[config.mk]
export PLATFORM = sky130hd
export DESIGN_NAME = din_debounce_sync
export DESIGN_NICKNAME = d
export VERILOG_FILES = /design/src/rtl/din_debounce_sync.sv
export SDC_FILE = /design/constraint.sdc
export NUM_CORES = 1
export LEC_CHECK = 0
export ABC_AREA = 1
export BUFFER_PORTS_ARGS = -buffer_cell sky130_fd_sc_hd__buf_4
export CAP_MARGIN = 20
export CORE_AREA = 4 4 41 43
export CTS_CLUSTER_SIZE = 25
export DETAILED_ROUTE_END_ITERATION = 12
export DIE_AREA = 0 0 45 47
export PLACE_DENSITY_LB_ADDON = 0.08
export SYNTH_ARGS = -nofsm -noshare
export SYNTH_HDL_FRONTEND = slang
export SYNTH_SLANG_ARGS = --single-unit
[constraint.sdc]
create_clock -name clk -period 1.48 [get_ports clk]
set_clock_uncertainty 0.05 [all_clocks]
set_input_delay 0.148 -clock clk [delete_from_list [all_inputs] [get_ports clk]]
set_output_delay 0.148 -clock clk [all_outputs]
set_load 0.1 [all_outputs]
[src/rtl/din_debounce_sync.sv]
// din_debounce_sync: synchronises a raw async level into clk,
// debounces it with a qualify counter and emits rise/fall pulses.
module din_debounce_sync #(
    parameter int   SYNC_STAGES = 2,
    parameter int   DB_CYCLES   = 4,
    parameter logic RESET_VAL   = 1'b0
) (
    input  logic clk,
    input  logic resetn,
    input  logic din,
    input  logic en,
    output logic dout,
    output logic rise,
    output logic fall,
    output logic busy
);

    localparam int CW = $clog2(DB_CYCLES + 1);
    localparam logic [CW-1:0] CNT_ONE  = CW'(1);
    localparam logic [CW-1:0] CNT_LAST = CW'(DB_CYCLES - 1);

    generate
        if (SYNC_STAGES < 2 || DB_CYCLES < 1) begin : g_bad_params
            $error("din_debounce_sync: SYNC_STAGES>=2 and DB_CYCLES>=1");
        end
    endgenerate

    typedef enum logic [0:0] {
        ST_STABLE  = 1'b0,
        ST_QUALIFY = 1'b1
    } state_t;

    logic [SYNC_STAGES-1:0] sync_q, sync_d;
    state_t                 state_q, state_d;
    logic [CW-1:0]          cnt_q, cnt_d;
    logic                   dout_q, dout_d;
    logic                   rise_q, rise_d;
    logic                   fall_q, fall_d;
    logic                   s;
    logic                   accept;

    assign s = sync_q[SYNC_STAGES-1];

    // Synchroniser chain: shifts every cycle, independent of en.
    always_comb begin
        sync_d = {sync_q[SYNC_STAGES-2:0], din};
    end

    // Qualify FSM: a new level of s must survive DB_CYCLES enabled cycles.
    always_comb begin
        state_d = state_q;
        cnt_d   = cnt_q;
        dout_d  = dout_q;
        rise_d  = 1'b0;
        fall_d  = 1'b0;
        accept  = 1'b0;
        unique case (state_q)
            ST_STABLE: begin
                if (s != dout_q && en) begin
                    if (DB_CYCLES == 1) begin
                        accept = 1'b1;
                    end else begin
                        cnt_d   = CNT_ONE;
                        state_d = ST_QUALIFY;
                    end
                end
            end
            ST_QUALIFY: begin
                if (s == dout_q) begin
                    cnt_d   = '0;
                    state_d = ST_STABLE;
                end else if (en) begin
                    if (cnt_q == CNT_LAST) begin
                        accept = 1'b1;
                    end else begin
                        cnt_d = cnt_q + CNT_ONE;
                    end
                end
            end
            default: begin
                state_d = ST_STABLE;
                cnt_d   = '0;
            end
        endcase
        if (accept) begin
            dout_d  = s;
            cnt_d   = '0;
            state_d = ST_STABLE;
            rise_d  = s;
            fall_d  = ~s;
        end
    end

    // State registers with asynchronous active-low reset.
    always_ff @(posedge clk or negedge resetn) begin
        if (!resetn) begin
            sync_q  <= {SYNC_STAGES{RESET_VAL}};
            state_q <= ST_STABLE;
            cnt_q   <= '0;
            dout_q  <= RESET_VAL;
            rise_q  <= 1'b0;
            fall_q  <= 1'b0;
        end else begin
            sync_q  <= sync_d;
            state_q <= state_d;
            cnt_q   <= cnt_d;
            dout_q  <= dout_d;
            rise_q  <= rise_d;
            fall_q  <= fall_d;
        end
    end

    assign dout = dout_q;
    assign rise = rise_q;
    assign fall = fall_q;
    assign busy = (state_q == ST_QUALIFY);

endmodule

==> results of run 1 <==
## flip-flops by register name, indices dropped and copies added (netlist names)
register / cells
busy: 1
cnt_q: 3
dout: 1
fall: 1
rise: 1
sync_q: 2
## worst max-delay path: cells and delay by family, from the launching register on
kind	cells	cell delay (ns)
fa+ha+maj	2	0.47
flops	1	0.40
simple gates	4	0.42
## what timing repair did
item | CTS | global route
hold endpoints to repair | 10 | 0
hold buffers | 2 | 0
setup endpoints to repair | 0 | 0
resized for setup | 0 | 0
## layer usage
metal	vias up	track usage, %	wire (um)	share of wire (%)
li1	169	-	-	-
met1	140	10.1	341	48
met2	8	13.0	312	44
met3	2	5.75	45	6.3
met4	0	5.26	10	1.4
met5	-	0	0	0
## power by group through the flow
stage / registers [mW] / clock network, mW / logic (mW)
global placement: 0.349 / 0 / 0.362
global route: 0.356 / 0.221 / 0.403
detailed placement: 0.354 / 0 / 0.364
CTS: 0.347 / 0.192 / 0.371
floorplan: 0.495 / 0 / 0.132
finish: 0.348 / 0.183 / 0.366
## kinds of logic (layout without fill, tap and decap cells)
group	after synthesis	in the layout	synth area share, %
AOI/OAI and AO/OA	4	4	5.13
DFF	9	9	57.7
and+or+nand+nor	25	25	26.9
buffers and inverters	4	18	3.85
adders and majority gates	2	2	6.41
## metrics by stage
stage | worst slack (ns) | instances | area (um2) | hold slack, ns | total power [mW]
after floorplan | 0.133 | 44 | 393 | -0.198 | 0.627
after global placement | 0.129 | 67 | 472 | -0.0745 | 0.711
after detailed placement | 0.0951 | 67 | 472 | -0.0739 | 0.718
after CTS | 0.0915 | 73 | 518 | 0.127 | 0.910
after global routing | 0.00254 | 73 | 518 | 0.128 | 0.980
final | 0.0866 | 73 | 518 | 0.124 | 0.898
## Yosys cell counts, drive strengths merged
cell	number	share of area [%]
nor2	7	6.7
nand3	7	9.0
inv	4	3.8
ha	2	6.4
or2	1	1.6
o21ai	3	3.8
nand2	10	9.6
dfrtp	9	58
a21oi	1	1.3
## worst max path at each step
stage | start | to | slack, ns | depth (start not counted)
after floorplan | dout | cnt_q[0] | 0.13 | 5
after global placement | cnt_q[0] | cnt_q[2] | 0.13 | 6
after detailed placement | cnt_q[0] | cnt_q[2] | 0.1 | 6
after CTS | cnt_q[0] | cnt_q[2] | 0.09 | 6
after global routing | cnt_q[0] | cnt_q[2] | 0.003 | 6
final | cnt_q[0] | cnt_q[2] | 0.09 | 6
## layout make-up
class | instances | area share (%)
timing repair buffer | 10 | 15.5
tap | 15 | 3.62
multi-input combinational | 31 | 29.0
inverter | 4 | 2.90
sequential | 9 | 44.0
clock buffer | 4 | 5.07
==> summary.txt, run 1 <==
Status
  – Status: complete, no violations

Placed design
  – Port buffer count: 7
  – GP Congestion: 0.697
  – Detailed Place HPWL: 563 um

Worst setup path
  – Crit-path max FO: 3
  – WS Path Type: flip-flop to flip-flop
  – Crit path cell chain: ha_1 -> ha_1 -> or2_1 -> nor2_1 -> nand2_1 -> nand2_1
  – R2R depth: 6
  – CP arrival: 1.54 ns
  – Reg-to-reg slack, setup: 0.09 ns
  – Setup crit end kind: flip-flop
  – Critical-path top delay cell: dfrtp_1
  – CP max stage delay: 0.40 ns
  – Reg2reg end: cnt_q[2]
  – Worst setup SP type: flip-flop
  – Startpoint of the worst register-to-register path: cnt_q[0]
  – Worst endpoint required time: 1.63 ns

CTS
  – Root Buffer: clkbuf_4
  – Clk_lat worst skew: 0.25 ns
  – Deepest clock path buffer count: 2
  – CTS tree: done
  – Num CTS Buffers: 3
  – CTS sink cnt: 9
  – Post-CTS Setup Inserts: 0
  – H-tree levels: 1
  – Clock transition at the registers of the reported paths: 0.06 ns

Pwr
  – Pint: 501 uW
  – Leakage power: 0.262 nW
  – Clock share of power: 20.4%
  – Power per cell area: 1730 nW/um2
  – Proportion of power drawn by combinational gates: 40.8%
  – Sw power: 397 uW
  – Sequential Power Share: 38.8%
  – Switching Fraction: 44.2%
  – Maximum vdd drop: 0.934 mV

Finish
  – Multi-input combinational cell area: 150 um2
  – FILL cells: 136
  – N_diodes: 0
  – Seq. cell area: 228 um2
  – Synthesis-to-layout area growth: 32.7%
  – Post-layout util: 39.8%
  – Nets: 65
  – Proportion of layout cells with a drive suffix above 1: 22.4%
  – Commonest non-fill, non-tap cell in the layout: nand2_1
  – Commonest cells after routing, fill and taps aside: nand2_1, buf_4, nand3_1, nor2_1, dfrtp_1

Run
  – # Max-Cap Violations: 0

GRT
  – Initial antenna violation count: 0
  – Largest net degree at the start of global routing: 10
  – Total congestion overflow: 0
  – Global-route wire length before repair: 1.25 mm
  – Total track usage: 9.03%
  – Vias in the first global route: 276

Route
  – Post-DRT Antenna Nets: 0
  – DRC Markers: 0
  – Vias per cell: 4.37
  – Avg WL per Cell: 9.73 um
  – Final WL: 710 um
  – Vias post-DR: 319
  – DRT Pass-1 Iters: 2
  – Starting DRT DRC Count: 4

Synthesis
  – Seq cells post-synth: 9
  – Yosys cell types: 9
  – Mapped Area: 390 um2
  – Synthesized instance count: 44
  – Yosys warning total: 0
  – Syn_area_per_cell: 8.87 um2
  – Synthesized Nets: 50
  – Register area share after synthesis: 57.7%

Min path
  – Worst Hold End: busy
  – Hold path start: en
  – Worst Hold Depth: 3
  – Hold Crit Class: primary input to flip-flop

Floorplanning
  – Core ar.: 1300 um2
  – Die Wd: 45 um
  – FP Rows: 13
  – Die height: 47 um
  – DIE AREA: 2120 um2
  – Starting Density: 30.0%
  – I/O Pins: 8

Timing
  – RSZ-0062 raised after global routing: no
  – Hold Fails Final Rpt: 0
  – Slew Viols, Final: 0
  – Peak Freq: 718 MHz
  – Final min period: 1.39 ns
  – Worst slew pin tran: 0.280 ns
  – Final count of negative-setup-slack endpoints: 0
  – Setup TNS: 0 ns
  – Fraction of the cycle the final worst path needs: 94.2%
  – Max_slew headroom: 81.5%
Note: power is estimated with default switching activity, not from simulation.
==> run 2, diff against run 1 <==
==> constraint.sdc (replaced) <==
create_clock -name clk -period 1.7 [get_ports clk]
set_clock_uncertainty 0.05 [all_clocks]
set_input_delay 0.17 -clock clk [delete_from_list [all_inputs] [get_ports clk]]
set_output_delay 0.17 -clock clk [all_outputs]
set_load 0.1 [all_outputs]
==> summary.txt, run 2 (same netlist as run 1, synthesis figures left out) <==
Run
  – # Max-Cap Violations: 0 (unchanged)

Placed design
  – Place WS: 0.283 ns (+0.188 ns)
  – Detailed Place HPWL: 557 um (-1.0%)
  – Area post-placement: 462 um2 (-2.1%)
  – Port buffer count: 7 (unchanged)
  – GP Congestion: 0.683 (-2.0%)

Finish
  – Synthesis-to-layout area growth: 30.4%
  – Proportion of layout cells with a drive suffix above 1: 19.3% (-3.1 points)
  – Post-layout util: 39.1% (-0.67 points)
  – Largest registers: cnt_q: 3 flops, sync_q: 2 flops
  – Max FFs per register: 3 (unchanged)
  – Commonest non-fill, non-tap cell in the layout: nand2_1
  – Nets: 64 (-1.5%)
  – FILL cells: 140 (+2.9%)
  – N_diodes: 0 (unchanged)
  – Top reg by flops: cnt_q
  – Commonest cells after routing, fill and taps aside: nand2_1, dfrtp_1, nand3_1, nor2_1, buf_4
  – Post-route cell area: 509 um2 (-1.7%)

GRT
  – Largest net degree at the start of global routing: 10 (unchanged)
  – Total congestion overflow: 0 (unchanged)
  – Total track usage: 8.84% (-0.18 points)
  – Initial antenna violation count: 0 (unchanged)
  – Vias in the first global route: 295 (+6.9%)
  – Global-route wire length before repair: 1.24 mm (-0.48%)

Floorplanning
  – Core ar.: 1300 um2 (unchanged)
  – FP Rows: 13 (unchanged)
  – Starting Density: 30.0% (unchanged)
  – DIE AREA: 2120 um2 (unchanged)
  – Die height: 47 um (unchanged)
  – Die Wd: 45 um (unchanged)
  – I/O Pins: 8 (unchanged)

Min path
  – Hold path start: en
  – Worst Hold Depth: 3 (unchanged)
  – Worst Hold End: busy
  – Hold Crit Class: primary input to flip-flop

Worst setup path
  – Worst endpoint required time: 1.86 ns (+0.23 ns)
  – CP arrival: 1.58 ns (+0.04 ns)
  – Setup crit end kind: flip-flop
  – R2R depth: 7 (+1)
  – Worst setup SP type: flip-flop
  – Crit-path max FO: 5 (+2)
  – Reg-to-reg slack, setup: 0.28 ns (+0.20 ns)
  – Reg2reg end: cnt_q[1]
  – Startpoint of the worst register-to-register path: cnt_q[0]
  – WS Path Type: flip-flop to flip-flop

Route
  – Vias post-DR: 329 (+3.1%)
  – Post-DRT Antenna Nets: 0 (unchanged)
  – Final WL: 775 um (+9.2%)
  – Vias per cell: 4.57 (+4.6%)
  – Avg WL per Cell: 10.8 um (+11%)
  – DRT Pass-1 Iters: 2 (unchanged)
  – DRC Markers: 0 (unchanged)
  – Starting DRT DRC Count: 1 (-3)

CTS
  – Deepest clock path buffer count: 2 (unchanged)
  – Post-CTS Setup Inserts: 0 (unchanged)
  – Clk_lat worst skew: 0.27 ns (+0.02 ns)
  – CTS sink cnt: 9 (unchanged)
  – Num CTS Buffers: 3 (unchanged)
  – H-tree levels: 1 (unchanged)
  – Clock transition at the registers of the reported paths: 0.07 ns (about the same)
  – Root Buffer: clkbuf_4
  – CTS tree: done

Timing
  – Final worst setup slack: 0.283 ns (+0.196 ns)
  – RSZ-0062 raised after global routing: no
  – Slew Viols, Final: 0 (unchanged)
  – Final count of negative-setup-slack endpoints: 0 (unchanged)
  – Max_slew headroom: 81.5% (about the same)
  – Peak Freq: 706 MHz (-1.7%)
  – Worst slew pin tran: 0.280 ns (-0.000180 ns)
  – Final min period: 1.42 ns (+0.0240 ns)
  – Hold Fails Final Rpt: 0 (unchanged)
  – Setup TNS: 0 ns (unchanged)
  – Fraction of the cycle the final worst path needs: 83.4% (-11 points)

Pwr
  – Leakage power: 0.263 nW (+0.50%)
  – Power per cell area: 1550 nW/um2 (-10%)
  – Maximum vdd drop: 0.738 mV (-21%)

Status
  – Status: complete, no violations
-- run 2: metal layers --
layer  global-route usage, %  routed length, um  vias to the layer above
met5                       0                  0                        -
met4                    8.77                 29                        0
met3                    2.30                 40                        5
met2                    12.7                322                        9
met1                    10.5                383                      147
li1                        -                  -                      168
-- run 2: per-stage QoR --
step	power [mW]	hold WS [ns]	std cells
2_1_floorplan	0.543	-0.176	44
3_3_place_gp	0.616	-0.0507	66
3_5_place_dp	0.620	-0.0444	66
4_1_cts	0.801	0.126	72
5_1_grt	0.842	0.159	72
6_report	0.791	0.123	72
-- run 2: repair_timing --
| item | in CTS | in global routing |
|---|---|---|
| gates resized for setup | 0 | 0 |
| hold buffers | 2 | 0 |
| endpoints found under the hold margin | 10 | 0 |
-- run 2: worst max-delay path: stages, from the launching register on --
cell and delay, ns:
dfrtp_1 0.40, ha_1 0.21, ha_1 0.19, nand3_1 0.14, nand3_1 0.14, nor2_1 0.11
nand2_1 0.06, nand2_1 0.05
-- run 2: cell type report --
class | count | area (um2) | share of cell area, %
Sequential cell | 9 | 225 | 44.2
Multi-Input combinational cell | 31 | 150 | 29.5
Timing Repair Buffer | 9 | 72.6 | 14.3
Clock buffer | 3 | 22.5 | 4.42
Tap cell | 15 | 18.8 | 3.69
Inverter | 4 | 15.0 | 2.95
Clock inverter | 1 | 5.00 | 0.983
-- run 2: power breakdown --
group	switching (mW)	internal [mW]
combinational	0.233	0.0845
clock	0.0856	0.0871
sequential	0.0433	0.257
-- run 2: worst max path at each step --
stage | start | to | depth (start not counted)
4_1_cts | cnt_q[0] | cnt_q[1] | 7
3_3_place_gp | cnt_q[0] | cnt_q[1] | 7
6_report | cnt_q[0] | cnt_q[1] | 7
5_1_grt | cnt_q[0] | cnt_q[1] | 7
2_1_floorplan | busy | cnt_q[1] | 5
3_5_place_dp | cnt_q[0] | cnt_q[1] | 7
